[src/rtl/cp0_pkg.sv]
`default_nettype none
// ============================================================================
// Module   : cp0_pkg
// Purpose  : Shared CP0 register numbers, SR/Cause bit positions, exception
//            codes and the EPC alignment helper.
// Revision : 1.0  initial release
// ============================================================================
package cp0_pkg;

    localparam logic [4:0] CP0_COUNT   = 5'd9;
    localparam logic [4:0] CP0_COMPARE = 5'd11;
    localparam logic [4:0] CP0_SR      = 5'd12;
    localparam logic [4:0] CP0_CAUSE   = 5'd13;
    localparam logic [4:0] CP0_EPC     = 5'd14;
    localparam logic [4:0] CP0_PRID    = 5'd15;

    localparam int SR_IE        = 0;
    localparam int SR_EXL       = 1;
    localparam int SR_IM_LO     = 10;
    localparam int SR_IM_HI     = 15;

    localparam int CAUSE_EXC_LO = 2;
    localparam int CAUSE_EXC_HI = 6;
    localparam int CAUSE_IP_LO  = 10;
    localparam int CAUSE_IP_HI  = 15;
    localparam int CAUSE_TI     = 30;
    localparam int CAUSE_BD     = 31;

    typedef enum logic [4:0] {
        EXC_INT  = 5'd0,
        EXC_ADEL = 5'd4,
        EXC_ADES = 5'd5,
        EXC_RI   = 5'd10,
        EXC_OV   = 5'd12
    } exc_code_e;

    function automatic logic [31:0] epc_align(input logic [31:0] value, input bit en);
        return en ? {value[31:2], 2'b00} : value;
    endfunction

endpackage
`default_nettype wire

[src/rtl/cp0_timer.sv]
`default_nettype none
// ============================================================================
// Module   : cp0_timer
// Purpose  : Count/Compare timer with sticky TI flag; only built when
//            CP0_TIMER_EN is defined.
// Revision : 1.0  initial release
// ============================================================================
module cp0_timer (
    input  logic        clk,
    input  logic        reset,
    input  logic        count_we,
    input  logic        compare_we,
    input  logic [31:0] wr_data,
    output logic [31:0] count,
    output logic [31:0] compare,
    output logic        ti
);

    always_ff @(posedge clk) begin
        if (reset) begin
            count   <= 32'd0;
            compare <= 32'hFFFF_FFFF;
            ti      <= 1'b0;
        end else begin
            count <= count_we ? wr_data : count + 32'd1;
            // A Compare write acknowledges the timer and wins over a match
            if (compare_we) begin
                compare <= wr_data;
                ti      <= 1'b0;
            end else if (count == compare) begin
                ti <= 1'b1;
            end
        end
    end

endmodule
`default_nettype wire

[src/rtl/cp0_ctrl.sv]
`default_nettype none
// ============================================================================
// Module   : cp0_ctrl
// Purpose  : Coprocessor-0 (SR, Cause, EPC, PRId) at the M stage; optional
//            Count/Compare timer enabled by defining CP0_TIMER_EN.
// Revision : 1.0  initial release
// ============================================================================
module cp0_ctrl
    import cp0_pkg::*;
#(
    parameter int          NUM_HWINT = 6,
    parameter logic [31:0] PRID_VAL  = 32'h1234_5678,
    parameter bit          EPC_ALIGN = 1'b1
) (
    input  logic                 clk,
    input  logic                 reset,
    input  logic [4:0]           rd_addr,
    input  logic [4:0]           wr_addr,
    input  logic [31:0]          wr_data,
    input  logic                 we,
    input  logic [31:0]          pc,
    input  logic                 bd_in,
    input  logic [4:0]           exc_code,
    input  logic [NUM_HWINT-1:0] hw_int,
    input  logic                 eret,
    output logic                 take,
    output logic [31:0]          epc_out,
    output logic [31:0]          rd_data
);

    logic [5:0]  im;
    logic        exl;
    logic        ie;
    logic        bd;
    logic [5:0]  ip;
    logic [4:0]  exc_r;
    logic [31:0] epc;

    logic [5:0]  pend;
    logic        ti;
    logic        int_req;
    logic        exc_req;
    logic        wr_ok;
    logic [31:0] epc_next;

    // mtc0 is squashed in the cycle an exception or interrupt is taken
    assign wr_ok = we & ~take;

`ifdef CP0_TIMER_EN
    logic [31:0] count;
    logic [31:0] compare;

    cp0_timer u_timer (
        .clk        (clk),
        .reset      (reset),
        .count_we   (wr_ok && (wr_addr == CP0_COUNT)),
        .compare_we (wr_ok && (wr_addr == CP0_COMPARE)),
        .wr_data    (wr_data),
        .count      (count),
        .compare    (compare),
        .ti         (ti)
    );
`else
    assign ti = 1'b0;
`endif

    always_comb begin
        pend                = '0;
        pend[NUM_HWINT-1:0] = hw_int;
        pend[5]             = pend[5] | ti;
    end

    assign int_req  = (|(pend & im)) & ie & ~exl;
    assign exc_req  = (exc_code != EXC_INT) & ~exl;
    assign take     = int_req | exc_req;
    assign epc_next = epc_align(bd_in ? pc - 32'd4 : pc, EPC_ALIGN);
    assign epc_out  = take ? epc_next : epc;

    always_ff @(posedge clk) begin
        if (reset) begin
            im    <= '0;
            exl   <= 1'b0;
            ie    <= 1'b0;
            bd    <= 1'b0;
            ip    <= '0;
            exc_r <= EXC_INT;
            epc   <= 32'd0;
        end else begin
            ip <= pend;
            if (take) begin
                exl   <= 1'b1;
                bd    <= bd_in;
                epc   <= epc_next;
                exc_r <= int_req ? EXC_INT : exc_code;
            end else begin
                if (we && (wr_addr == CP0_SR)) begin
                    im  <= wr_data[SR_IM_HI:SR_IM_LO];
                    exl <= wr_data[SR_EXL];
                    ie  <= wr_data[SR_IE];
                end
                if (we && (wr_addr == CP0_EPC)) begin
                    epc <= epc_align(wr_data, EPC_ALIGN);
                end
                if (eret) begin
                    exl <= 1'b0;
                end
            end
        end
    end

    always_comb begin
        rd_data = '0;
        case (rd_addr)
            CP0_SR: begin
                rd_data[SR_IM_HI:SR_IM_LO] = im;
                rd_data[SR_EXL]            = exl;
                rd_data[SR_IE]             = ie;
            end
            CP0_CAUSE: begin
                rd_data[CAUSE_BD]                   = bd;
                rd_data[CAUSE_TI]                   = ti;
                rd_data[CAUSE_IP_HI:CAUSE_IP_LO]    = ip;
                rd_data[CAUSE_EXC_HI:CAUSE_EXC_LO]  = exc_r;
            end
            CP0_EPC:     rd_data = epc;
            CP0_PRID:    rd_data = PRID_VAL;
`ifdef CP0_TIMER_EN
            CP0_COUNT:   rd_data = count;
            CP0_COMPARE: rd_data = compare;
`else
            CP0_COUNT, CP0_COMPARE: rd_data = '0;
`endif
            default:     rd_data = '0;
        endcase
    end

endmodule
`default_nettype wire

[config.mk]
export PLATFORM = sky130hd
export DESIGN_NAME = cp0_ctrl
export DESIGN_NICKNAME = d
export VERILOG_FILES = /design/src/rtl/cp0_pkg.sv /design/src/rtl/cp0_timer.sv /design/src/rtl/cp0_ctrl.sv
export SDC_FILE = /design/constraint.sdc
export NUM_CORES = 1
export LEC_CHECK = 0
export BUFFER_PORTS_ARGS = -buffer_cell sky130_fd_sc_hd__buf_2
export CORE_AREA = 2 2 90 92
export CTS_CLUSTER_DIAMETER = 50
export DETAILED_ROUTE_END_ITERATION = 10
export DIE_AREA = 0 0 92 94
export PLACE_DENSITY = 0.76
export RECOVER_POWER = 50
export SYNTH_ARGS = -nofsm -noshare
export SYNTH_HDL_FRONTEND = slang
export SYNTH_SLANG_ARGS = --single-unit
export TNS_END_PERCENT = 5
[constraint.sdc]
create_clock -name clk -period 2.7 [get_ports clk]
set_input_delay 0.27 -clock clk [delete_from_list [all_inputs] [get_ports clk]]
set_output_delay 0.27 -clock clk [all_outputs]
set_load 0.02 [all_outputs]
Word level (Yosys, flattened, before mapping). Cells that the tools add are included.

Flip-flop bits (word level): 50. Latch bits: 0. Memory bits (writable): 0. ROM bits: 0. Input port bits: 90. Output and inout port bits: 65. Logic and storage cells: 42. Memories kept: 0.

$add $sub $neg: 1. Multipliers: 0. Divide/modulo/power cells: 0. Magnitude comparators: 0. Equal/unequal tests: 6. Shifts and indexed selects: 0. Mux-type cells: 14. Bitwise operators: 7. Reductions and logical operators: 7.

Operators by type and width (count): two-way mux 32 bit (4); subtractor 32 x 3 -> 32 bit, second input constant (1); == test 5 x 4 -> 1 bit, second input constant (6); one-hot mux 14 bit (2 select lines) (1); one-hot mux 6 bit (4 select lines) (1); one-hot mux 5 bit (3 select lines) (1); bitwise AND 6 bit (1); one-hot mux 3 bit (2 select lines) (1); OR reduction 6 bit (1); two-way mux 5 bit (1); nonzero test 5 bit (1); one-hot mux 2 bit (2 select lines) (1); bitwise AND 1 bit (3); two-way mux 1 bit (3); nonzero test 3 bit (1); logical AND 1 bit (2); two-way mux 2 bit (1); inverter 1 bit (2); AND reduction 2 bit (1); nonzero test 2 bit (1); OR 1 bit (1).

Logic depth before layout (Yosys ltp).
Word-level depth: 7. Depth in mapped cells: 8. Gate-level depth less buffers: 7.

Worst setup path before layout. Ideal clock, no wire load.

Path kind: input to output. Start: in exc_code[1]. End: out epc_out[17]. Arrival time: 2.180 ns. Data required time: 2.430 ns. Path slack: 0.250 ns. Stages on the path: 8. Buffers on the path: 3. Cell sequence: or4_1 > o21ai_0 > and2_1 > buf_2 > inv_1 > clkbuf_1 > clkbuf_1 > a21oi_1.

Longest elaborated chain between the ends: 4.

Ends and longest elaborated chain: from (decl) (line cp0_ctrl.sv:23) `input logic [4:0] exc_code,`; nonzero test 5 bit (line cp0_ctrl.sv:74) `assign exc_req = (exc_code != EXC_INT) & ~exl;`; bitwise AND 1 bit (line cp0_ctrl.sv:74); OR 1 bit (line cp0_ctrl.sv:75) `assign take = int_req | exc_req;`; via take (line cp0_ctrl.sv:26) `output logic take,`; two-way mux 32 bit (line cp0_ctrl.sv:77) `assign epc_out = take ? epc_next : epc;`; to (decl) (line cp0_ctrl.sv:27) `output logic [31:0] epc_out,`.

The timed path passes the listed nets, and every way through them passes these cells.

Worst setup path after layout.
Start: in pc[18]. End: out epc_out[26].

Longest elaborated chain between the ends: 3.

Ends and longest elaborated chain: from (decl) (line cp0_ctrl.sv:21) `input logic [31:0] pc,`; subtractor 32 x 3 -> 32 bit (line cp0_ctrl.sv:76) `assign epc_next = epc_align(bd_in ? pc - 32'd4 : pc, EPC_ALIGN);`; two-way mux 32 bit (line cp0_ctrl.sv:76); two-way mux 32 bit (line cp0_ctrl.sv:77).

No other way between the ends.

==> impl_results.md <==
* Post-synthesis sequential area ratio at 29.5%
* Reg2reg end: epc[7]$_SDFFE_PP0P_
* Initial Util at 44.6%
* Ys flop type: dfxtp_1
* Drt drc at 0
* Post-CTS Setup Bufs at 0
* Post-layout instance area at 4300 um^2
* Share of layout cells above drive strength 1 at 29.9%
* Die footprint at 8650 um^2
* Hold Path Sink: ip[2]$_SDFF_PP0_
* Ports at 155
* First-pass GRT wire length at 17600 um
* Placed Cells at 702
* Synth cell types at 52
* CTS buffer count at 5
* Failing checks: max-capacitance violations, max-slew violations
* Total power at 1.94 mW
* Largest net degree at the start of global routing at 51
* Rows at 32
* Hold Crit Class: in -> reg
* Clock sink count at 50
* Period utilization at 96.6%
* Syn Area/Cell at 7.17 um^2
* Unrepaired setup endpoints after global routing: no
* Outcome: finished with violations
* Cts hold-fix bufs at 0
* GRT Util Overall at 25.0%
* Crit Reg-Reg Startpoint: im[3]$_SDFFE_PP0P_
* Maximum achievable frequency at 384 MHz
* Worst EP arrival at 2.34 ns
* Total negative slack at 0 ns
* Power Density at 451 nW/um^2
* Measured slew at the worst slew-check pin at 2.31 ns
* Post-route minimum period at 2.61 ns
* Post-synthesis cell area at 3390 um^2
* CTS Buffer Depth at 2
* Clock-pin slew on the worst setup and hold paths at 0.10 ns
* Finish-stage setup viols at 0
* Required time of the critical path at 2.43 ns
* R2r worst-path depth at 6
* Area grow syn2layout at 26.8%
* Synth Instances at 473
* Dpl hpwl at 8250 um
* Setup crit start kind: input pin
* P_leak at 1.83 nW
* Final nets at 698
* Relative slew slack at -54.0%
* Clock latency on the worst-skew pair at 0.30 ns
* Peak VDD IR at 0.000287 V
* Wire per inst at 15.6 um
* Setup Slack @ Placement at 0.119 ns
* Final Max Slew Viols at 51
* CP Class: in -> out
* GPL Wtd Cong at 0.881
* Reg2reg setup slack at 0.69 ns
* Vias in the first global route at 3687
* Setup Skew at 0.00996 ns
* Core area at 7610 um^2
* Buffers on Ports at 150
* Post-CTS resize count at 0
* Total gr overflow at 0
* Fill cells at 761
* Worst Hold Depth at 2
* Post-synth EDFFs at 0
* Synth Register Bits at 50
* Placed Area at 4220 um^2
* Die Ht at 94 um
* Htree depth at 2
* Final Hold Vio Count at 0
* Non-Filler Instances at 710
* First drt pass iteration count at 6
* Vias at 3944
* Clock Root Buffer: clkbuf_8
* Initial drt markers at 219
* CTS tree: built
* Final antenna diode count at 0
* Die X at 92 um
* Final ANT Viol Nets at 0
* Final wirelength at 11100 um
* Setup crit end kind: output pin
* Setup WS post-layout at 0.0927 ns
* Initial antenna violation count at 0
* Vias/cell at 5.55
* Min-delay src: hw_int[2]
* Ys async rst share at 0%
* Max_cap viols at 1
* Synth warnings at 0
* Max FO, Critical Path at 8
## worst max-delay path, cell delays in order
cell	delay, ns
buf_2	0.13
or4_4	0.54
or3_1	0.52
o31a_1	0.34
nor3_1	0.28
nor2_1	0.09
buf_2	0.16
## report_power, final
group | total [mW] | switching, mW | internal (mW)
sequential | 0.832 | 0.0388 | 0.793
clock | 0.534 | 0.260 | 0.273
combinational | 0.573 | 0.352 | 0.221
total | 1.94 | 0.651 | 1.29
## kinds of logic after synthesis
group	Yosys count	synth area share, %
AND/OR/NAND/NOR	232	33.4
AO/OA/AOI/OAI	110	20.9
flip-flops	50	29.5
buffers and inverters	40	4.98
XOR/XNOR	23	5.94
multiplexers	16	4.87
adder cells (fa/ha/maj)	1	0.369
other	1	0.111
## metal layers
metal  vias up  GRT usage [%]  wire (um)
li1       1925              -          -
met4         0           6.59        165
met5         -              0          0
met1      1843           32.9       4700
met3        14           2.57        749
met2       162           43.9       5460
## cells in the mapped netlist, types with 5 or more instances
cell type | n | area share, %
o21ai_0 | 7 | 1.0
or3_1 | 5 | 0.92
inv_1 | 5 | 0.55
nor3_1 | 13 | 1.9
xor2_1 | 8 | 2.1
a31o_2 | 22 | 5.7
nand3_1 | 7 | 1.0
nor4_1 | 10 | 1.8
nor2b_1 | 9 | 1.7
and2_1 | 13 | 2.4
mux2i_1 | 12 | 3.5
a21oi_1 | 56 | 8.3
a311oi_1 | 6 | 1.5
nand2_1 | 75 | 8.3
xnor2_1 | 15 | 3.9
nor2_1 | 76 | 8.4
clkbuf_1 | 25 | 2.8
dfxtp_1 | 50 | 29
## through the flow
stage	hold slack, ns	util (%)
after floorplan	0.398	-
after global placement	0.436	55.5
after detailed placement	0.447	55.5
after CTS	0.181	56.9
after global routing	0.177	56.6
final	0.187	56.6
## worst max-delay path by stage
stage / startpoint / to / slack [ns]
6_report: pc[18] / epc_out[26] / 0.09
5_1_grt: pc[18] / epc_out[28] / 0.004
4_1_cts: im[3]$_SDFFE_PP0P_ / epc_out[3] / 0.07
3_5_place_dp: pc[18] / epc_out[26] / 0.12
3_3_place_gp: pc[18] / epc_out[26] / 0.12
2_1_floorplan: exc_code[1] / epc_out[17] / 0.25
## layout make-up
cell class | count | area (um^2) | share of cell area [%]
inverter | 5 | 18.8 | 0.436
clock buffer | 5 | 68.8 | 1.60
tap | 102 | 128 | 2.97
timing repair buffer | 161 | 820 | 19.0
clock inverter | 3 | 40.0 | 0.931
multi-input combinational | 384 | 2230 | 51.8
sequential | 50 | 1000 | 23.3
## flip-flops by register name, indices dropped and copies added (netlist names)
register and flops:
epc 30, exl 1, ip 6, bd 1, exc_r 5, im 6
ie 1
## placed cells by master (no fill, tap or decap), drive strengths merged, types with 9 or more instances in the layout
cell    synthesis  routed
nor2b           9       9
mux2i          12      12
and2           13      13
nor2           76      76
a21oi          56      56
nor4           13      13
buf            10     140
dfxtp          50      50
clkbuf         25      26
xnor2          15      15
nor3           13      13
a31o           22      22
nand2          75      75
Power figures use the tool's default switching activity.
